===== config.mk =====
export PLATFORM = sky130hd
export DESIGN_NAME = base_rotr_pipe_flat
export DESIGN_NICKNAME = d
export VERILOG_FILES = /design/src/rtl/base_rotr_pipe_if.sv /design/src/rtl/base_rotr_pipe.sv /design/src/flat_wrapper.sv
export SDC_FILE = /design/constraint.sdc
export NUM_CORES = 1
export LEC_CHECK = 0
export BUFFER_PORTS_ARGS = -buffer_cell sky130_fd_sc_hd__buf_4
export CAP_MARGIN = 25
export CORE_MARGIN = 3
export CORE_UTILIZATION = 56
export CTS_CLUSTER_DIAMETER = 150
export DETAILED_ROUTE_END_ITERATION = 7
export PLACE_DENSITY = 0.75
export SYNTH_ARGS = -nofsm -noshare
export SYNTH_HDL_FRONTEND = slang
export SYNTH_SLANG_ARGS = --single-unit

===== constraint.sdc =====
create_clock -name clk -period 1.5 [get_ports clk]
set_input_delay 0.3 -clock clk [delete_from_list [all_inputs] [get_ports clk]]
set_output_delay 0.3 -clock clk [all_outputs]
set_load 0.05 [all_outputs]

===== src/rtl/base_rotr_pipe_if.sv =====
// base_rotr_pipe_if: input/output valid-ready handshakes of the rotator.
// i_dir exists only when BASE_ROTR_PIPE_LEFT_EN is defined.
interface base_rotr_pipe_if #(
    parameter int width = 8
);

    localparam int aw = (width > 1) ? $clog2(width) : 1;

    logic             i_v;
    logic             i_r;
    logic [0:width-1] i_d;
    logic [aw-1:0]    i_amt;
`ifdef BASE_ROTR_PIPE_LEFT_EN
    logic             i_dir;
`endif
    logic             o_v;
    logic             o_r;
    logic [0:width-1] o_d;

    modport slave (
`ifdef BASE_ROTR_PIPE_LEFT_EN
        input  i_dir,
`endif
        input  i_v,
        input  i_d,
        input  i_amt,
        input  o_r,
        output i_r,
        output o_v,
        output o_d
    );

    modport master (
`ifdef BASE_ROTR_PIPE_LEFT_EN
        output i_dir,
`endif
        output i_v,
        output i_d,
        output i_amt,
        output o_r,
        input  i_r,
        input  o_v,
        input  o_d
    );

endinterface


===== src/rtl/base_rotr_pipe.sv =====
// base_rotr_pipe: pipelined runtime-amount rotator, one registered mux level per amount bit.
// Define BASE_ROTR_PIPE_LEFT_EN to add the i_dir port and per-word left rotation.
module base_rotr_pipe #(
    parameter int width = 8
) (
    input  logic            clk,
    input  logic            reset,
    base_rotr_pipe_if.slave bus
);

    localparam int aw   = (width > 1) ? $clog2(width) : 1;
    localparam int nlev = aw;

    logic [nlev-1:0]  v_q;
    logic [nlev-1:0]  v_d;
    logic [nlev-1:0]  rdy;
    logic [0:width-1] d_q   [nlev];
    logic [0:width-1] d_d   [nlev];
    logic [0:width-1] lvl   [nlev];
    logic [aw-1:0]    amt_q [nlev];
    logic [aw-1:0]    amt_d [nlev];
`ifdef BASE_ROTR_PIPE_LEFT_EN
    logic [nlev-1:0]  dir_q;
    logic [nlev-1:0]  dir_d;
`endif

    // Right rotate on a [0:width-1] word: bit j moves to (j+s)%width.
    function automatic logic [0:width-1] rot_r(
        input logic [0:width-1] x,
        input int               s
    );
        logic [0:width-1] y;
        y = x;
        for (int j = 0; j < width; j++) begin
            y[(j + s) % width] = x[j];
        end
        return y;
    endfunction

    // Level k sits after stage k's register and uses amount bit k.
    always_comb begin
        for (int k = 0; k < nlev; k++) begin
            lvl[k] = d_q[k];
            if (amt_q[k][k]) begin
`ifdef BASE_ROTR_PIPE_LEFT_EN
                if (dir_q[k]) begin
                    lvl[k] = rot_r(d_q[k],
                        (width - ((1 << k) % width)) % width);
                end else begin
                    lvl[k] = rot_r(d_q[k], (1 << k) % width);
                end
`else
                lvl[k] = rot_r(d_q[k], (1 << k) % width);
`endif
            end
        end
    end

    // Stage k may load when it or any stage below the output is empty.
    always_comb begin
        for (int k = 0; k < nlev; k++) begin
            rdy[k] = bus.o_r;
            for (int m = k; m < nlev; m++) begin
                if (!v_q[m]) begin
                    rdy[k] = 1'b1;
                end
            end
        end
    end

    always_comb begin
        v_d = v_q;
        for (int k = 0; k < nlev; k++) begin
            d_d[k]   = d_q[k];
            amt_d[k] = amt_q[k];
        end
`ifdef BASE_ROTR_PIPE_LEFT_EN
        dir_d = dir_q;
`endif
        if (rdy[0]) begin
            v_d[0] = bus.i_v;
            if (bus.i_v) begin
                d_d[0]   = bus.i_d;
                amt_d[0] = bus.i_amt;
`ifdef BASE_ROTR_PIPE_LEFT_EN
                dir_d[0] = bus.i_dir;
`endif
            end
        end
        for (int k = 1; k < nlev; k++) begin
            if (rdy[k]) begin
                v_d[k] = v_q[k-1];
                if (v_q[k-1]) begin
                    d_d[k]   = lvl[k-1];
                    amt_d[k] = amt_q[k-1];
`ifdef BASE_ROTR_PIPE_LEFT_EN
                    dir_d[k] = dir_q[k-1];
`endif
                end
            end
        end
    end

    always_ff @(posedge clk) begin
        if (reset) begin
            v_q <= '0;
            for (int k = 0; k < nlev; k++) begin
                d_q[k]   <= '0;
                amt_q[k] <= '0;
            end
`ifdef BASE_ROTR_PIPE_LEFT_EN
            dir_q <= '0;
`endif
        end else begin
            v_q <= v_d;
            for (int k = 0; k < nlev; k++) begin
                d_q[k]   <= d_d[k];
                amt_q[k] <= amt_d[k];
            end
`ifdef BASE_ROTR_PIPE_LEFT_EN
            dir_q <= dir_d;
`endif
        end
    end

    assign bus.i_r = rdy[0];
    assign bus.o_v = v_q[nlev-1];
    assign bus.o_d = lvl[nlev-1];

endmodule


===== src/flat_wrapper.sv =====
// flat-port wrapper written by rule: the top's interface ports become plain ports
module base_rotr_pipe_flat 
#(
    parameter int width = 8
)
  (clk, reset, bus_i_v, bus_i_d, bus_i_amt, bus_o_r, bus_i_r, bus_o_v, bus_o_d);
  base_rotr_pipe_if #(.width(width)) bus_i ();
  input  logic clk;
  input  logic reset;
  input wire logic [$bits(bus_i.i_v)-1:0] bus_i_v;
  input wire logic [$bits(bus_i.i_d)-1:0] bus_i_d;
  input wire logic [$bits(bus_i.i_amt)-1:0] bus_i_amt;
  input wire logic [$bits(bus_i.o_r)-1:0] bus_o_r;
  output wire logic [$bits(bus_i.i_r)-1:0] bus_i_r;
  output wire logic [$bits(bus_i.o_v)-1:0] bus_o_v;
  output wire logic [$bits(bus_i.o_d)-1:0] bus_o_d;
  assign bus_i.i_v = bus_i_v;
  assign bus_i.i_d = bus_i_d;
  assign bus_i.i_amt = bus_i_amt;
  assign bus_i.o_r = bus_o_r;
  assign bus_i_r = bus_i.i_r;
  assign bus_o_v = bus_i.o_v;
  assign bus_o_d = bus_i.o_d;
  base_rotr_pipe #(.width(width)) u_core (.clk(clk), .reset(reset), .bus(bus_i));
endmodule

==> results of run 1 <==
## placed cells by master (no fill, tap or decap), types with 2 or more instances in the layout
master,count
sky130_fd_sc_hd__a211oi_2,16
sky130_fd_sc_hd__a21oi_1,20
sky130_fd_sc_hd__and2_1,2
sky130_fd_sc_hd__buf_4,23
sky130_fd_sc_hd__buf_8,8
sky130_fd_sc_hd__clkbuf_1,3
sky130_fd_sc_hd__clkbuf_4,5
sky130_fd_sc_hd__dfxtp_1,31
sky130_fd_sc_hd__inv_1,3
sky130_fd_sc_hd__mux2_4,8
sky130_fd_sc_hd__mux2i_1,18
sky130_fd_sc_hd__nand2b_1,14
sky130_fd_sc_hd__nand4b_1,11
sky130_fd_sc_hd__o21ai_2,10
## worst min-delay path: stages
cell and delay (ps):
sky130_fd_sc_hd__buf_4 70, sky130_fd_sc_hd__nand4b_1 100, sky130_fd_sc_hd__o21ai_2 60
## registers in the layout, summed over array words and instances, names as in the netlist
| register | cells |
|---|---|
| u_core.d_q | 24 |
| u_core.v_q | 3 |
| u_core.amt_q | 6 |
## cell type report
| type | instances | area [sq um] |
|---|---|---|
| timing repair buffer | 33 | 324.1 |
| tap | 31 | 38.79 |
| sequential | 33 | 665.6 |
| inverter | 3 | 11.26 |
| multi-input combinational | 106 | 948.4 |
| fill | 216 | 815.8 |
| clock buffer | 8 | 48.80 |
## what timing repair did
action,4_1_cts,5_1_grt
setup endpoints to repair,8,9
buffers inserted,2,0
cloned,0,0
resized for setup,29,2
pin swaps,0,0
hold endpoints to repair,0,0
## power breakdown
| part | internal (mW) | switching [mW] | total [mW] | leakage, nW |
|---|---|---|---|---|
| clock | 0.187 | 0.281 | 0.468 | 0.0265 |
| sequential | 0.923 | 0.0457 | 0.969 | 0.272 |
| combinational | 0.154 | 0.172 | 0.326 | 0.447 |
## cells by family after synthesis
kind of cell	Yosys count	synth area share [%]
AND/OR/NAND/NOR	32	13.71
multiplexers	26	15.67
buffers and inverters	27	8.926
AO/OA/AOI/OAI	48	23.37
flip-flops	33	38.32
## final timing paths
path	start	to
max	u_core.amt_q[0][8]$_SDFFE_PP0P_	bus_o_d[7]
min	bus_i_d[3]	u_core.d_q[0][3]$_SDFFE_PP0P_
max reg2reg	u_core.v_q[1]$_SDFFE_PP0P_	u_core.d_q[0][20]$_SDFFE_PP0P_
min reg2reg	u_core.amt_q[0][1]$_SDFFE_PP0P_	u_core.amt_q[0][1]$_SDFFE_PP0P_
## per-stage QoR
stage	setup WS [ps]	util, %
finish	-89.03	71.40
global placement	138.0	64.96
detailed placement	72.87	64.96
floorplan	12.40	-
global route	-132.8	71.40
CTS	-91.62	71.05
## per-layer routing
layer / global-route usage (%) / vias to the layer above / share of wire [%]
li1: - / 630 / -
met1: 26.44 / 619 / 46
met2: 35.87 / 15 / 51
met3: 4.612 / 7 / 1.9
met4: 11.52 / 0 / 1.6
met5: 0 / - / 0
==> results.md, run 1 <==
| Step | Item | Reported |
|:---|:---|:---|
| grt | First-pass GRT wire length | 5.996 mm |
| status | Result of the run | finished with violations |
| floorplanning | Overall die area | 3780 sq um |
| routing | Drt via density | 5.939 |
| floorplanning | Overall die height | 61.49 um |
| setup path | Worst Path Class, Setup | flop to primary output |
| sta | Hold violation count in the final report | 0 |
| yosys | Post-synth net total | 181 |
| yosys | Most numerous cell in the Yosys netlist | sky130_fd_sc_hd__dfxtp_1 |
| yosys | Leading post-synthesis cells by instance count | sky130_fd_sc_hd__dfxtp_1, sky130_fd_sc_hd__a21oi_1, sky130_fd_sc_hd__mux2i_1 |
| yosys | Share of flip-flops with an asynchronous set or reset after synthesis | 0% |
| place | Number of placed instances with taps included | 204 |
| finish | Area growth syn-to-layout | 18.14% |
| yosys | Number of unique standard cell types used by synthesis | 22 |
| clock tree | CTS tree | yes |
| status | Failing checks | setup timing |
| sta | Slew at the pin closest to its max-slew limit | 475.2 ps |
| routing | Residual antenna-violating net count after detailed routing | 0 |
| flow run | Count of max-cap constraint violations | 0 |
| finish | Number of nets in the finished design | 197 |
| sta | Final setup TNS | -603.7 ps |
| clock tree | Maximum level of the CTS H-tree | 2 |
| place | Post-placement cell area | 1853 sq um |
| finish | Layout Cells excl Fill | 214 |
| clock tree | Clock slew seen by the registers of the worst setup and hold paths | 90 ps |
| setup path | Standard cell with the maximum stage delay on the critical path | sky130_fd_sc_hd__dfxtp_4 |
| yosys | Post-synthesis cell area | 1724 sq um |
| pwr | P_leak | 0.7458 nW |
| sta | Hold Slack | 248.3 ps |
| pwr | Power density over the cells | 865.3 nW/um^2 |
| sta | Fin crit period | 1589 ps |
| floorplanning | Std cell rows | 19 |
| worst hold path | Hold path cells | 3 |
| yosys | Cell type with the largest total area after synthesis | sky130_fd_sc_hd__dfxtp_1 |
| pwr | Overall power after layout | 1.763 mW |
| sta | Fin crit share | 105.9% |
| sta | Relative slew slack | 68.28% |
| finish | Total inserted antenna cells | 0 |
| place | Port bufs | 24 |
| floorplanning | I/O pins | 25 |
| setup path | WP data required | 1200 ps |
| yosys | Flip-flop and latch count after synthesis | 33 |
| place | HPWL Detailed | 2.493 mm |
| floorplanning | Die Wd | 61.49 um |
| routing | DRC violation count after routing | 0 |
| sta | Final worst clock skew | 8.970 ps |
| setup path | Critical Path AT | 1290 ps |
| sta | RSZ-0062 raised after global routing | true |
| clock tree | CTS root buf | sky130_fd_sc_hd__clkbuf_4 |
| yosys | YS warnings | 0 |
| pwr | VDD IR-drop max | 0.5934 mV |
| clock tree | Number of hold buffers added after CTS | 0 |
| grt | Number of antenna violations at the first check in global routing | 0 |
| yosys | Area contributors post-synth | sky130_fd_sc_hd__dfxtp_1, sky130_fd_sc_hd__a211oi_2, sky130_fd_sc_hd__mux2i_1, sky130_fd_sc_hd__a21oi_1, sky130_fd_sc_hd__nand4b_1 |
| routing | Total via count in the routed design | 1271 |
| grt | Via count of the first global-routing pass | 1321 |
| setup path | Worst-path cell chain | buf_6 -> mux2_4 -> buf_8 |
| setup path | Worst path bufs/invs | 2 |
| grt | Overall Global Routing Usage | 21.76% |
| yosys | Number of flops mapped to enable cells by yosys | 0 |
| sta | Setup violators final | 8 |
| floorplanning | Core region area | 2853 sq um |
| clock tree | Number of clock sinks seen by CTS | 33 |
| sta | Fmax | 629.3 MHz |
| setup path | Critical Path Max Stage Delay | 370 ps |
| setup path | Register-to-Register Path Depth | 3 |
| yosys | Syn Inst Count | 166 |
| yosys | Area share of the largest cell type after synthesis | 38.32% |
| finish | Finished layout cell area | 2037 sq um |
| grt | Total gr overflow | 0 |
| routing | Mean routed wirelength per cell | 17.27 um |
| grt | Largest net degree at the start of global routing | 36 |
| yosys | Top_reg_cell synth | sky130_fd_sc_hd__dfxtp_1 |
| place | RD Place Congestion | 0.7178 |
| clock tree | Deepest clock path buffer count | 2 |
| floorplanning | Starting density of the core | 60.44% |
| setup path | Minimum setup slack among reg-to-reg paths | 150 ps |
| routing | Total routed wirelength | 3.696 mm |
| clock tree | Number of buffers inserted during clock tree synthesis | 5 |
| finish | Ratio of cells with drive above 1 in the final layout | 42.08% |
| routing | Number of iterations in the first detailed-routing pass | 4 |
| routing | Violation count after the first detailed-route iteration | 45 |
| setup path | Crit path depth | 3 |
| setup path | Largest fanout on the critical path | 4 |
| worst hold path | Class of the tightest hold or removal check | primary input to flop |
| sta | Number of pins with negative max-slew slack in the final report | 0 |
| clock tree | Clock latency reported for the late side of the worst-skew pair | 320 ps |
| setup path | Top delay family on crit path | flip-flops |
| setup path | Kind of end point of the critical path | primary output |
| yosys | Synthesized area per cell | 10.39 sq um |
| yosys | Share of synthesized area occupied by flip-flops and latches | 38.32% |
| setup path | Kind of start point of the critical path | flop |
| sta | PnR worst setup slack | -89.03 ps |
(Power assumes the default switching activity.)
==> run 2: changes to the inputs <==
--- a/config.mk
+++ b/config.mk
@@ -5,6 +5,7 @@
 export SDC_FILE = /design/constraint.sdc
 export NUM_CORES = 1
 export LEC_CHECK = 0
+export ABC_AREA = 1
 export BUFFER_PORTS_ARGS = -buffer_cell sky130_fd_sc_hd__buf_4
 export CAP_MARGIN = 25
 export CORE_MARGIN = 3
==> run 2 against run 1 <==
Cell area down 0.18%. Largest cell class unchanged. Register-to-register slack better by 240 ps. Critical path depth unchanged. First-iteration DRC count up 8.9%. Worst setup slack better by 110 ps. Synthesized area up 2.8%. The run now ends clean. Synthesized cell count up 50%. Die area up 2.6%. Hold slack worse by 16 ps. Flip-flop and latch count unchanged. Global-route usage down 5.5 points.
==> results.md, run 2 <==
| Step | Item | Reported | Delta |
|:---|:---|:---|:---|
| clock tree | Number of clock sinks seen by CTS | 33 | unchanged |
| finish | Number of nets in the finished design | 279 | was 197 |
| yosys | Adder-cell area share of the yosys netlist | 0% | unchanged |
| floorplanning | I/O pins | 25 | unchanged |
| sta | Setup violators final | 0 | was 8 |
| pwr | Share of power burned in the clock network | 31.3% | was 26.5% |
| finish | Total inserted antenna cells | 0 | unchanged |
| clock tree | CTS tree | yes | unchanged |
| pwr | Internal power | 1.314 mW | was 1.264 mW |
| yosys | Area contributors post-synth | sky130_fd_sc_hd__dfxtp_1, sky130_fd_sc_hd__nand2_1, sky130_fd_sc_hd__nor2_1, sky130_fd_sc_hd__inv_1, sky130_fd_sc_hd__a21oi_2 | was sky130_fd_sc_hd__dfxtp_1, sky130_fd_sc_hd__a211oi_2, sky130_fd_sc_hd__mux2i_1, sky130_fd_sc_hd__a21oi_1, sky130_fd_sc_hd__nand4b_1 |
| place | Pre-CTS setup slack | 171.5 ps | was 72.87 ps |
| yosys | Xor and xnor area share after synthesis | 0% | unchanged |
| yosys | Most numerous cell in the Yosys netlist | sky130_fd_sc_hd__nand2_1 | was sky130_fd_sc_hd__dfxtp_1 |
| grt | Largest net degree at the start of global routing | 24 | was 36 |
| sta | Hold violation count in the final report | 0 | unchanged |
| setup path | Kind of end point of the critical path | primary output | unchanged |
| pwr | Share of power burned in combinational logic | 15.5% | was 18.5% |
| sta | RSZ-0062 raised after global routing | true | unchanged |
| sta | Slew at the pin closest to its max-slew limit | 429.0 ps | was 475.2 ps |
| setup path | Kind of start point of the critical path | flop | unchanged |
| floorplanning | Overall die height | 62.27 um | was 61.49 um |
| finish | Largest registers | u_core.d_q x24, u_core.amt_q x6, u_core.v_q x3 | unchanged |
| clock tree | Number of buffers inserted during clock tree synthesis | 5 | unchanged |
| clock tree | Maximum level of the CTS H-tree | 2 | unchanged |
| place | Port bufs | 24 | unchanged |
| finish | Flip-flop count of the largest register after layout | 24 | unchanged |
| sta | Final worst clock skew | 6.093 ps | was 8.970 ps |
| sta | Fin crit period | 1481 ps | was 1589 ps |
| pwr | Net switching power | 0.5109 mW | was 0.4987 mW |
| clock tree | Deepest clock path buffer count | 2 | unchanged |
| yosys | Post-synthesis cell area | 1773 sq um | was 1724 sq um |
| setup path | Standard cell with the maximum stage delay on the critical path | sky130_fd_sc_hd__dfxtp_4 | unchanged |
| yosys | Flip-flop and latch count after synthesis | 33 | unchanged |
| yosys | Synth Area in Compound Gates | 18.42% | was 23.37% |
| finish | Finished layout cell area | 2033 sq um | was 2037 sq um |
| grt | Number of antenna violations at the first check in global routing | 0 | unchanged |
| sta | Fin crit share | 98.73% | was 105.9% |
| sta | Fmax | 675.2 MHz | was 629.3 MHz |
| routing | Violation count after the first detailed-route iteration | 49 | was 45 |
| place | HPWL Detailed | 2.173 mm | was 2.493 mm |
| flow run | Count of max-cap constraint violations | 0 | unchanged |
| setup path | Top delay family on crit path | flip-flops | unchanged |
| finish | Number of inserted filler cells in the final layout | 258 | was 216 |
| floorplanning | Core region area | 2877 sq um | was 2853 sq um |
| finish | Area occupied by multi-input gates | 834.6 sq um | was 948.4 sq um |
| worst hold path | Class of the tightest hold or removal check | primary input to flop | unchanged |
| sta | Final setup TNS | 0 ps | was -603.7 ps |
| yosys | Multiplexer share of the synthesized area | 0% | was 15.67% |
| routing | Number of iterations in the first detailed-routing pass | 4 | unchanged |
| yosys | Share of flip-flops with an asynchronous set or reset after synthesis | 0% | unchanged |
| finish | Commonest cells after routing, fill and taps aside | sky130_fd_sc_hd__nand2_1, sky130_fd_sc_hd__nor2_1, sky130_fd_sc_hd__inv_1, sky130_fd_sc_hd__dfxtp_1, sky130_fd_sc_hd__buf_4 | was sky130_fd_sc_hd__dfxtp_1, sky130_fd_sc_hd__buf_4, sky130_fd_sc_hd__a21oi_1, sky130_fd_sc_hd__mux2i_1, sky130_fd_sc_hd__a211oi_2 |
| setup path | Worst Path Class, Setup | flop to primary output | unchanged |
| pwr | Power density over the cells | 897.8 nW/um^2 | was 865.3 nW/um^2 |
| setup path | Worst-path cell chain | buf_6 -> o21ai_2 -> buf_6 | was buf_6 -> mux2_4 -> buf_8 |
| yosys | Number of flops mapped to enable cells by yosys | 0 | unchanged |
| routing | Total via count in the routed design | 1465 | was 1271 |
| yosys | Cell type with the largest total area after synthesis | sky130_fd_sc_hd__dfxtp_1 | unchanged |
| yosys | YS warnings | 0 | unchanged |
| routing | Total routed wirelength | 3.054 mm | was 3.696 mm |
| setup path | Cell mode on critical path | sky130_fd_sc_hd__buf_6 |  |
| sta | PnR worst setup slack | 19.06 ps | was -89.03 ps |
| pwr | Switching Share | 27.99% | was 28.29% |
| routing | DRC violation count after routing | 0 | unchanged |
| clock tree | CTS root buf | sky130_fd_sc_hd__clkbuf_4 | unchanged |
| yosys | Number of unique standard cell types used by synthesis | 18 | was 22 |
| yosys | Leading post-synthesis cells by instance count | sky130_fd_sc_hd__nand2_1, sky130_fd_sc_hd__nor2_1, sky130_fd_sc_hd__dfxtp_1 | was sky130_fd_sc_hd__dfxtp_1, sky130_fd_sc_hd__a21oi_1, sky130_fd_sc_hd__mux2i_1 |
| yosys | Area share of and/or/nand/nor cells after synthesis | 26.53% | was 13.72% |
| setup path | Worst path bufs/invs | 2 | unchanged |
| routing | Drt via density | 4.772 | was 5.939 |
| floorplanning | Starting density of the core | 61.64% | was 60.44% |
| floorplanning | Overall die area | 3877 sq um | was 3780 sq um |
| grt | First-pass GRT wire length | 5.147 mm | was 5.996 mm |
| place | RD Place Congestion | 0.7081 | was 0.7178 |
| setup path | Critical Path Max Stage Delay | 380 ps | was 370 ps |
| setup path | WP data required | 1200 ps | about the same |
| grt | Overall Global Routing Usage | 16.28% | was 21.76% |
| yosys | Post-synth net total | 264 | was 181 |
| finish | Most common cell after layout, fill and taps aside | sky130_fd_sc_hd__nand2_1 | was sky130_fd_sc_hd__dfxtp_1 |
| finish | Reg with most FFs | u_core.d_q | unchanged |
| floorplanning | Std cell rows | 19 | unchanged |
| floorplanning | Die Wd | 62.27 um | was 61.49 um |
| routing | Residual antenna-violating net count after detailed routing | 0 | unchanged |
| yosys | Synthesized area per cell | 7.120 sq um | was 10.39 sq um |
| grt | Via count of the first global-routing pass | 1230 | was 1321 |
| setup path | Largest fanout on the critical path | 8 | was 4 |
| yosys | Syn Inst Count | 249 | was 166 |
| setup path | Critical Path AT | 1180 ps | was 1290 ps |
| finish | Ratio of cells with drive above 1 in the final layout | 32.83% | was 42.08% |
| routing | Mean routed wirelength per cell | 9.948 um | was 17.27 um |
| clock tree | Clock slew seen by the registers of the worst setup and hold paths | 100 ps | was 90 ps |
| finish | Area occupied by registers | 666.9 sq um | was 665.6 sq um |
| yosys | Combinational family with the most area after synthesis | simple AND/OR/NAND/NOR gates | was compound AO/OA/AOI/OAI gates |
| sta | Number of pins with negative max-slew slack in the final report | 0 | unchanged |
| pwr | Fraction of power consumed by sequential logic | 53.2% | was 55.0% |
| grt | Total gr overflow | 0 | unchanged |
| setup path | Minimum setup slack among reg-to-reg paths | 390 ps | was 150 ps |
| yosys | Share of synthesized area occupied by flip-flops and latches | 37.26% | was 38.32% |
| place | Post-placement cell area | 1856 sq um | was 1853 sq um |
| pwr | Overall power after layout | 1.825 mW | was 1.763 mW |
| clock tree | Clock latency reported for the late side of the worst-skew pair | 340 ps | was 320 ps |
| pwr | P_leak | 0.8625 nW | was 0.7458 nW |
| yosys | Top_reg_cell synth | sky130_fd_sc_hd__dfxtp_1 | unchanged |
| yosys | Area share of the largest cell type after synthesis | 37.26% | was 38.32% |
| sta | Relative slew slack | 71.36% | was 68.28% |
| finish | Area growth syn-to-layout | 14.68% | was 18.14% |
| pwr | VDD IR-drop max | 0.5972 mV | was 0.5934 mV |
| status | Result of the run | finished clean | was finished with violations |
-- run 2: cell count changes in the layout (fill, tap and decap cells not counted), sizes merged, moves of 16 or more --
cell,change
inv,+33
a211oi,-16
nand2,+49
nor2,+37
o21ai,+20
mux2i,-18
-- run 2: worst paths after layout --
path                                         from                              to  cells after the start
setup reg to reg       u_core.v_q[0]$_SDFFE_PP0P_   u_core.d_q[0][6]$_SDFFE_PP0P_                      4
hold / removal                              reset  u_core.d_q[0][23]$_SDFFE_PP0P_                      2
hold reg to reg    u_core.d_q[0][16]$_SDFFE_PP0P_  u_core.d_q[0][16]$_SDFFE_PP0P_                      2
setup / recovery  u_core.amt_q[0][8]$_SDFFE_PP0P_                      bus_o_d[0]                      3
-- run 2: worst reg2reg max path, delay by kind of cell, from the launching register on --
kind | cells | cell delay [ps]
compound gates | 1 | 150
buf+inv | 1 | 230
flops | 1 | 400
simple gates | 2 | 230
-- run 2: cell families (layout without fill, tap and decap cells) --
| kind of cell | Yosys count | in the layout |
|---|---|---|
| compound gates | 57 | 57 |
| buf+inv | 59 | 75 |
| simple gates | 100 | 100 |
| flops | 33 | 33 |
-- run 2: cell type report --
type | instances | area share, %
multi-input cells | 157 | 41.05
flip-flops and latches | 33 | 32.80
repair buffers | 31 | 13.48
inverters | 36 | 6.646
clock buffers | 7 | 3.200
well taps | 42 | 2.585
clock inverters | 1 | 0.2462
-- run 2: stage by stage --
stage	utilization, %	hold WS (ps)	std cells
2_1_floorplan	-	369.1	249
3_3_place_gp	64.51	459.3	296
3_5_place_dp	64.51	466.0	296
4_1_cts	67.12	231.0	304
5_1_grt	70.68	215.4	307
6_report	70.68	232.1	307
-- run 2: timing repair --
item / in CTS / in global routing
buffers inserted: 0 / 3
endpoints found under the setup margin: 9 / 8
hold buffers: 0 / 0
gates resized for setup: 3 / 27
pin swaps: 0 / 4
-- run 2: per-layer routing --
metal / global-route usage [%] / vias up / share of wire [%]
li1: - / 793 / -
met1: 18.44 / 638 / 45
met2: 28.49 / 28 / 48
met3: 5.405 / 6 / 4.8
met4: 5.785 / 0 / 1.5
met5: 0 / - / 0
-- run 2: power by group through the flow --
stage	Sequential [mW]	Clock (mW)	Combinational (mW)
finish	0.971	0.572	0.283
global route	0.980	0.638	0.320
CTS	0.973	0.586	0.258
detailed placement	0.993	0	0.258
global placement	0.991	0	0.252
floorplan	0.972	0	0.232
==> run 3: changes to the inputs <==
--- a/config.mk
+++ b/config.mk
@@ -8,11 +8,10 @@
 export ABC_AREA = 1
 export BUFFER_PORTS_ARGS = -buffer_cell sky130_fd_sc_hd__buf_4
 export CAP_MARGIN = 25
-export CORE_MARGIN = 3
 export CORE_UTILIZATION = 56
 export CTS_CLUSTER_DIAMETER = 150
 export DETAILED_ROUTE_END_ITERATION = 7
-export PLACE_DENSITY = 0.75
+export PLACE_DENSITY = 0.78
 export SYNTH_ARGS = -nofsm -noshare
 export SYNTH_HDL_FRONTEND = slang
 export SYNTH_SLANG_ARGS = --single-unit
==> run 3 against run 2 <==
The run now ends with DRC left. Critical path depth is 1 higher. Combinational power is 3% lower. Wire length is 5.5% lower. Cell area is 1.7% lower. Worst setup slack worse by 14 ps. Non-clock buffer count stayed put. First-iteration DRC count is 51% lower. Sequential share of layout area is 0.32 points higher. Largest cell class unchanged.
==> results.md, run 3 (synthesis gave the netlist of run 2 again) <==
| Step | Item | Reported | Delta |
|:---|:---|:---|:---|
| sta | Number of pins with negative max-slew slack in the final report | 0 | unchanged |
| finish | Commonest cells after routing, fill and taps aside | sky130_fd_sc_hd__nand2_1, sky130_fd_sc_hd__inv_1, sky130_fd_sc_hd__nor2_1, sky130_fd_sc_hd__dfxtp_1, sky130_fd_sc_hd__buf_4 | was sky130_fd_sc_hd__nand2_1, sky130_fd_sc_hd__nor2_1, sky130_fd_sc_hd__inv_1, sky130_fd_sc_hd__dfxtp_1, sky130_fd_sc_hd__buf_4 |
| setup path | Worst-path cell chain | buf_6 -> nor2_2 -> a21oi_1 -> buf_4 | was buf_6 -> o21ai_2 -> buf_6 |
| sta | Fmax | 669.0 MHz | was 675.2 MHz |
| floorplanning | Overall die height | 58.27 um | was 62.27 um |
| finish | Reg with most FFs | u_core.d_q | unchanged |
| grt | Largest net degree at the start of global routing | 24 | unchanged |
| finish | Flip-flop count of the largest register after layout | 24 | unchanged |
| clock tree | Maximum level of the CTS H-tree | 2 | unchanged |
| grt | Via count of the first global-routing pass | 1187 | was 1230 |
| finish | Layout Cells excl Fill | 309 | was 307 |
| clock tree | Number of hold buffers added after CTS | 0 | unchanged |
| clock tree | Clock slew seen by the registers of the worst setup and hold paths | 90 ps | was 100 ps |
| finish | Largest registers | u_core.d_q x24, u_core.amt_q x6, u_core.v_q x3 | unchanged |
| pwr | P_leak | 0.8581 nW | was 0.8625 nW |
| grt | Overall Global Routing Usage | 18.28% | was 16.28% |
| floorplanning | I/O pins | 25 | unchanged |
| finish | Number of inserted filler cells in the final layout | 281 | was 258 |
| routing | Mean routed wirelength per cell | 9.337 um | was 9.948 um |
| place | HPWL Detailed | 1.984 mm | was 2.173 mm |
| grt | Total gr overflow | 0 | unchanged |
| clock tree | CTS tree | yes | unchanged |
| sta | Hold violation count in the final report | 0 | unchanged |
| routing | Violation count after the first detailed-route iteration | 24 | was 49 |
| routing | DRC violation count after routing | 1 | was 0 |
| setup path | Worst path bufs/invs | 2 | unchanged |
| finish | Most common cell after layout, fill and taps aside | sky130_fd_sc_hd__nand2_1 | unchanged |
| setup path | Kind of start point of the critical path | flop | unchanged |
| routing | Number of iterations in the first detailed-routing pass | 6 | was 4 |
| pwr | Power density over the cells | 906.9 nW/um^2 | was 897.8 nW/um^2 |
| grt | First-pass GRT wire length | 4.754 mm | was 5.147 mm |
| routing | Residual antenna-violating net count after detailed routing | 0 | unchanged |
| setup path | WP data required | 1200 ps | about the same |
| floorplanning | Starting density of the core | 58.55% | was 61.64% |
| sta | Hold Slack | 241.6 ps | was 232.1 ps |
| floorplanning | Die Wd | 58.27 um | was 62.27 um |
| clock tree | Deepest clock path buffer count | 2 | unchanged |
| status | Result of the run | finished with violations | was finished clean |
| sta | Final setup TNS | 0 ps | unchanged |
| finish | Area growth syn-to-layout | 12.70% | was 14.68% |
| place | RD Place Congestion | 0.7565 | was 0.7081 |
| setup path | Critical Path AT | 1190 ps | was 1180 ps |
| setup path | Worst Path Class, Setup | flop to primary output | unchanged |
| status | Failing checks | DRC |  |
| sta | Fin crit period | 1495 ps | was 1481 ps |
| sta | Slew at the pin closest to its max-slew limit | 443.6 ps | was 429.0 ps |
| place | Port bufs | 24 | unchanged |
| floorplanning | Core region area | 3028 sq um | was 2877 sq um |
| setup path | Critical Path Max Stage Delay | 370 ps | was 380 ps |
| sta | Relative slew slack | 70.38% | was 71.36% |
| clock tree | CTS root buf | sky130_fd_sc_hd__clkbuf_4 | unchanged |
| routing | Total via count in the routed design | 1432 | was 1465 |
| setup path | Standard cell with the maximum stage delay on the critical path | sky130_fd_sc_hd__dfxtp_2 | was sky130_fd_sc_hd__dfxtp_4 |
| sta | Final worst clock skew | 11.43 ps | was 6.093 ps |
| finish | Ratio of cells with drive above 1 in the final layout | 30.57% | was 32.83% |
| worst hold path | Class of the tightest hold or removal check | primary input to flop | unchanged |
| finish | Total inserted antenna cells | 0 | unchanged |
| clock tree | Clock latency reported for the late side of the worst-skew pair | 340 ps | about the same |
| finish | Number of nets in the finished design | 279 | unchanged |
| setup path | Kind of end point of the critical path | primary output | unchanged |
| sta | RSZ-0062 raised after global routing | true | unchanged |
| floorplanning | Std cell rows | 20 | was 19 |
| place | Number of placed instances with taps included | 299 | was 296 |
| clock tree | Number of clock sinks seen by CTS | 33 | unchanged |
| setup path | Largest fanout on the critical path | 6 | was 8 |
| routing | Drt via density | 4.634 | was 4.772 |
| clock tree | Number of buffers inserted during clock tree synthesis | 5 | unchanged |
| setup path | Top delay family on crit path | flip-flops | unchanged |
| grt | Number of antenna violations at the first check in global routing | 0 | unchanged |
| sta | Setup violators final | 0 | unchanged |
| finish | Utilization after layout | 65.99% | was 70.68% |
| routing | Total routed wirelength | 2.885 mm | was 3.054 mm |
| flow run | Count of max-cap constraint violations | 0 | unchanged |
| floorplanning | Overall die area | 3395 sq um | was 3877 sq um |
| pwr | VDD IR-drop max | 0.4715 mV | was 0.5972 mV |
| sta | Fin crit share | 99.66% | was 98.73% |
run 3: cell counts in the layout (fill, tap and decap cells not counted):
Identical to the previous run, type by type.
run 3: layout make-up:
| class | instances | area [sq um] | area share (%) |
|---|---|---|---|
| clock buffer | 7 | 65.06 | 3.256 |
| clock inverter | 1 | 5.005 | 0.2505 |
| inverter | 36 | 135.1 | 6.763 |
| multi-input combinational | 157 | 823.3 | 41.20 |
| sequential | 33 | 661.9 | 33.12 |
| tap | 44 | 55.05 | 2.755 |
| timing repair buffer | 31 | 252.7 | 12.65 |
run 3: worst paths after layout:
kind | start | to | slack, ps | depth (start not counted)
min reg2reg | u_core.d_q[0][17]$_SDFFE_PP0P_ | u_core.d_q[0][17]$_SDFFE_PP0P_ | 470 | 2
max | u_core.amt_q[0][8]$_SDFFE_PP0P_ | bus_o_d[5] | 5 | 4
max reg2reg | u_core.v_q[2]$_SDFFE_PP0P_ | u_core.amt_q[0][8]$_SDFFE_PP0P_ | 320 | 5
min | reset | u_core.d_q[0][17]$_SDFFE_PP0P_ | 240 | 2
run 3: per-stage QoR:
step           setup slack [ps]  power (mW)  area (sq um)
2_1_floorplan             119.3       1.205          1773
3_3_place_gp              331.8       1.246          1866
3_5_place_dp              290.2       1.253          1866
5_1_grt                  -39.24       1.896          1998
6_report                  5.170       1.812          1998
4_1_cts                   7.597       1.815          1941
run 3: repair_timing:
action	CTS	global route
gates resized for setup	3	13
buffers inserted	0	1
pin swaps	0	2
cloned	0	1
setup endpoints to repair	5	7
run 3: power breakdown:
part,switching (mW),internal [mW],total [mW]
combinational,0.159,0.116,0.275
sequential,0.0468,0.923,0.970
clock,0.296,0.271,0.567
run 3: per-layer routing:
layer	vias up	GRT usage (%)	wire (um)
met2	27	33.66	1435
met3	2	6.696	90
met5	-	0	0
met1	607	19.47	1336
li1	796	-	-
met4	0	5.102	23
